File: config.mk
export PLATFORM = sky130hd
export DESIGN_NAME = sum_of_squares_seq
export DESIGN_NICKNAME = d
export VERILOG_FILES = /design/src/rtl/sum_of_squares_seq.sv
export SDC_FILE = /design/constraint.sdc
export NUM_CORES = 1
export LEC_CHECK = 0
export CAP_MARGIN = 20
export CORE_ASPECT_RATIO = 1.25
export CORE_UTILIZATION = 44
export DETAILED_ROUTE_END_ITERATION = 10
export PLACE_DENSITY = 0.59
export SYNTH_ARGS = -nofsm -noshare
export SYNTH_HDL_FRONTEND = slang
export SYNTH_SLANG_ARGS = --single-unit
File: constraint.sdc
create_clock -name clk -period 4.15 [get_ports clk]
set_clock_uncertainty 0.15 [all_clocks]
set_input_delay 0.83 -clock clk [delete_from_list [all_inputs] [get_ports clk]]
set_output_delay 0.83 -clock clk [all_outputs]
set_load 0.05 [all_outputs]
File: src/rtl/sum_of_squares_seq.sv
// sum_of_squares_seq
//   Accepts a vector of LEN unsigned W-bit elements, one per handshake. Each
//   element is squared by a radix-2 shift-add multiplier (one multiplier bit
//   per cycle). The square is added into an N-bit saturating accumulator.
//   When the last element has been added, the result is registered on O and
//   ready is raised. ready, O and sat then hold until the next start.
//
// Parameters
//   W    element width in bits
//   LEN  elements per vector (2..16)
//   N    result width (even, so O can drive an N-bit square-root input)
//
// Ports
//   clk        rising-edge clock
//   rst        asynchronous active-high reset
//   start      begin a vector (sampled only in IDLE)
//   din        vector element
//   din_valid  din holds a valid element
//   din_ready  block accepts din this cycle (high only in LOAD)
//   O          registered sum of squares
//   sat        accumulation saturated (sticky until next start)
//   ready      O and sat are valid
//
// state | meaning
// ------+------------------------------------------------------------
// IDLE  | waiting for start; result outputs hold the last vector
// LOAD  | din_ready high, waiting for din_valid to capture an element
// MULT  | W shift-add steps forming din*din
// ACC   | add square into accumulator with saturation, count element
// DONE  | register result, raise ready
module sum_of_squares_seq #(
    parameter int W   = 8,
    parameter int LEN = 4,
    parameter int N   = 2*W+4
) (
    input  logic         clk,
    input  logic         rst,
    input  logic         start,
    input  logic [W-1:0] din,
    input  logic         din_valid,
    output logic         din_ready,
    output logic [N-1:0] O,
    output logic         sat,
    output logic         ready
);

    localparam int PW = 2*W;
    // The sum is wide enough for both the accumulator and the full product,
    // plus one carry bit. Any bit at or above N means the sum overflowed.
    localparam int SW = ((N > PW) ? N : PW) + 1;
    localparam int CW = $clog2(LEN);
    localparam int BW = $clog2(W+1);
    localparam logic [CW-1:0] LAST_ELEM = CW'(LEN-1);
    localparam logic [BW-1:0] LAST_BIT  = BW'(W-1);

    typedef enum logic [2:0] {
        IDLE = 3'd0,
        LOAD = 3'd1,
        MULT = 3'd2,
        ACC  = 3'd3,
        DONE = 3'd4
    } state_t;

    state_t state, next_state;

    logic [N-1:0]  acc;
    logic [CW-1:0] count;
    logic [PW-1:0] product;
    logic [PW-1:0] mcand;
    logic [W-1:0]  mplier;
    logic [BW-1:0] bit_cnt;
    logic [SW-1:0] acc_sum;
    logic          overflow;

    logic clr_en;
    logic load_en;
    logic mult_en;
    logic acc_en;
    logic done_en;

    always_ff @(posedge clk or posedge rst) begin
        if (rst) begin
            state <= IDLE;
        end else begin
            state <= next_state;
        end
    end

    always_comb begin
        next_state = state;
        clr_en     = 1'b0;
        load_en    = 1'b0;
        mult_en    = 1'b0;
        acc_en     = 1'b0;
        done_en    = 1'b0;
        din_ready  = 1'b0;
        unique case (state)
            IDLE: begin
                if (start) begin
                    clr_en     = 1'b1;
                    next_state = LOAD;
                end
            end
            LOAD: begin
                din_ready = 1'b1;
                if (din_valid) begin
                    load_en    = 1'b1;
                    next_state = MULT;
                end
            end
            MULT: begin
                mult_en = 1'b1;
                if (bit_cnt == LAST_BIT) begin
                    next_state = ACC;
                end
            end
            ACC: begin
                acc_en = 1'b1;
                if (count == LAST_ELEM) begin
                    next_state = DONE;
                end else begin
                    next_state = LOAD;
                end
            end
            DONE: begin
                done_en    = 1'b1;
                next_state = IDLE;
            end
            default: begin
                next_state = IDLE;
            end
        endcase
    end

    assign acc_sum  = SW'(acc) + SW'(product);
    assign overflow = |acc_sum[SW-1:N];

    always_ff @(posedge clk or posedge rst) begin
        if (rst) begin
            acc     <= '0;
            count   <= '0;
            product <= '0;
            mcand   <= '0;
            mplier  <= '0;
            bit_cnt <= '0;
            O       <= '0;
            sat     <= 1'b0;
            ready   <= 1'b0;
        end else begin
            if (clr_en) begin
                acc   <= '0;
                count <= '0;
                sat   <= 1'b0;
                ready <= 1'b0;
            end
            if (load_en) begin
                mcand   <= PW'(din);
                mplier  <= din;
                product <= '0;
                bit_cnt <= '0;
            end
            // One multiplier bit per cycle: add the shifted multiplicand when
            // the current LSB of the multiplier is set.
            if (mult_en) begin
                if (mplier[0]) begin
                    product <= product + mcand;
                end
                mcand   <= mcand << 1;
                mplier  <= mplier >> 1;
                bit_cnt <= bit_cnt + BW'(1);
            end
            if (acc_en) begin
                if (overflow) begin
                    acc <= '1;
                    sat <= 1'b1;
                end else begin
                    acc <= acc_sum[N-1:0];
                end
                count <= count + CW'(1);
            end
            if (done_en) begin
                O     <= acc;
                ready <= 1'b1;
            end
        end
    end

endmodule

==> results.txt <==
Yosys reg bits -> 91
Cell taking the most area after synthesis -> dfrtp_1
R2R Path End -> acc[9]
Final worst path period need -> 3420 ps
Non-Filler Instances -> 640
Setup violations, final -> 0
Yosys warns -> 0
Total power -> 3.68 mW
H-Tree Level Count -> 3
Inst Count DP -> 624
CTS tree -> built
Slowest Stage Delay on Critical Path -> 940 ps
Clk Tree Root Cell -> clkbuf_16
IO buf count -> 34
GRT Total Usage -> 0.194
Postcts setup bufs -> 0
Hpwl dp -> 7780 um
CP max FO -> 13
Req. time, crit path -> 3170 ps
CP startpoint -> state[2]
Die width -> 98.0 um
Drt pass-1 iters -> 7
Main area contributors after synthesis -> dfrtp_1 (45%), ha_1 (8.2%), a221o_1 (5.3%), mux2_2 (4.7%), o21ai_0 (2.8%)
Max cap viols -> 0
Reg2reg setup slack -> 1120 ps
Sum Neg Setup Slack -> 0 ps
Commonest cells after routing, fill and taps aside -> dfrtp_1 (91), clkdlybuf4s50_1 (34), ha_1 (33)
Antenna violations before repair -> 0
Synthesized area per cell -> 10.7 um2
Register-to-Register Path Depth -> 9
Largest net degree at the start of global routing -> 51
Worst-Margin Slew -> 928 ps
Hold endpoint -> sat
Period utilization -> 0.824
Worst Setup Path Type -> reg2out
Peak supply drop -> 291 uV
Number of synthesized flops with an enable pin -> 0
Slowest stage cell, crit path -> clkdlybuf4s50_1
Hold Path Depth -> 1
Fmax -> 292 MHz
Share of the synthesized area in the top cell type -> 0.450
Vias in the first global route -> 3,776
Antenna Cells -> 0
RSZ-0062 raised after global routing -> false
Reg2reg start -> product[0]
GPL Wtd Cong -> 0.905
Antenna Nets Post-Route -> 0
Final hold violation count -> 0
Critical path's top delay family -> buffers and inverters
HP Class -> reg2reg
Post-Synthesis Cells -> 474
Core ar. -> 11,100 um2
Die area -> 11,900 um2
Failing checks -> DRC
Layout cell share with drive strength beyond 1 -> 0.101
Area occupied by multi-input gates -> 2640 um2
Drt total wl -> 10,600 um
Max Slew Vio Count -> 0
First-pass GRT wire length -> 18,200 um
Syn nets -> 521
Startpoint Class -> flop
Slew headroom -> 0.380
Most common cell after layout, fill and taps aside -> dfrtp_1
Total congestion overflow -> 0
Crit end category -> output pin
Vias -> 3,793
Clock Path Buffers -> 2
CTS Buf Count -> 9
Cell Area, Synth -> 5060 um2
Fillers -> 1,014
Ys async rst share -> 1.00
CTS resizes -> 0
DRC -> 1
Clk_lat worst skew -> 340 ps
Initial Utilization -> 0.455
P_leak -> 2.83 nW
P&R area growth vs syn -> 15.0%
Register Area -> 2280 um2
Power per cell area -> 632 nW/um2
Clock slew at the register clock pins of the worst setup and hold paths -> 60 ps
Yosys cell types -> 54
Buf/Inv on CP -> 1
WL/cell -> 16.5 um
Top Ports -> 35
Fin nets -> 547
Critical-path cell list -> nor3b_1, clkdlybuf4s50_1
Core Rows -> 43
Most used DFF post-synth -> dfrtp_1
Vias per Instance -> 5.93
DRT iter0 DRCs -> 139
Seq/Total Area, Yosys -> 0.450
Arr. time, crit path -> 2440 ps
Outcome -> finished with violations
Worst Hold Launch -> sat
DIE HEIGHT -> 122 um
Clk sinks -> 91
Hold buffers post-CTS -> 0
[power by group]
part | total (mW) | leakage [nW] | internal [mW] | switching (mW)
registers | 1.40 | 1.23 | 1.14 | 0.255
clock network | 0.817 | 0.145 | 0.480 | 0.337
logic | 1.47 | 1.45 | 0.637 | 0.832
[worst reg2reg max path, stage by stage (launching register included)]
cell	delay [ps]
dfrtp_1	380
ha_1	240
fa_1	230
a21oi_1	130
o211ai_2	240
a21oi_2	100
o21bai_2	190
a41o_1	340
nor3b_4	760
a221o_1	230
[metal layers]
layer	vias up	part of all wire	track usage	routed length, um
li1	1840	-	-	-
met1	1868	0.46	0.242	4860
met2	64	0.49	0.333	5180
met3	21	0.028	0.0293	296
met4	0	0.022	0.0890	235
met5	-	0	0	0
[metrics by stage]
step / hold slack (ps) / setup WS [ps] / utilization / cell area [um2]
after floorplan: 315 / 806 / - / 5060
after global placement: 311 / 1120 / 0.497 / 5530
after detailed placement: 324 / 1090 / 0.497 / 5530
after CTS: 338 / 696 / 0.523 / 5830
after global routing: 350 / 579 / 0.523 / 5830
final: 332 / 731 / 0.523 / 5830
[registers in the layout (all words and copies together) (netlist names)]
register  cells
O            20
acc          20
mcand        16
product      16
mplier        8
bit_cnt       4
state         3
count         2
ready         1
sat           1
[synthesized netlist by cell type (all sizes together) (3+ instances only)]
library cell and count:
or3 5, xor2 11, nand2 31, ha 33, dfrtp 91, a211oi 6, a22o 14, a221o 27
xnor2 15, clkbuf 18, nand3 9, o21bai 6, inv 16, o211ai 5, a21oi 28, o21a 5
buf 5, mux2 21, nand2b 5, and3 8, a211o 3, nor3b 6, nor3 3, nor2 24
nor2b 4, and2 3, mux2i 4, o21ai 29, a21o 12
[cells by family (layout without fill, tap and decap cells)]
logic type / count (synthesis) / count (layout) / synth area share
adders and majority gates: 35 / 35 / 0.0895
xor gates and xnor gates: 26 / 26 / 0.0450
AOI/OAI and AO/OA: 152 / 152 / 0.223
muxes: 25 / 25 / 0.0546
DFF: 91 / 91 / 0.450
buffers and inverters: 39 / 70 / 0.0304
and+or+nand+nor: 106 / 106 / 0.107
[final cells by class]
cell class	count	area share
clock buffers	11	0.0417
clock inverters	5	0.00902
inverters	16	0.0105
multi-input cells	344	0.453
flip-flops and latches	91	0.391
well taps	135	0.0290
repair buffers	38	0.0657
[how the worst max path moves through the flow]
stage	end	slack [ps]	depth (start not counted)
final	din_ready	730	2
after global routing	din_ready	580	2
after CTS	din_ready	700	2
after detailed placement	din_ready	1090	2
after global placement	din_ready	1120	2
after floorplan	O[0]	810	1
(Power assumes the default switching activity.)
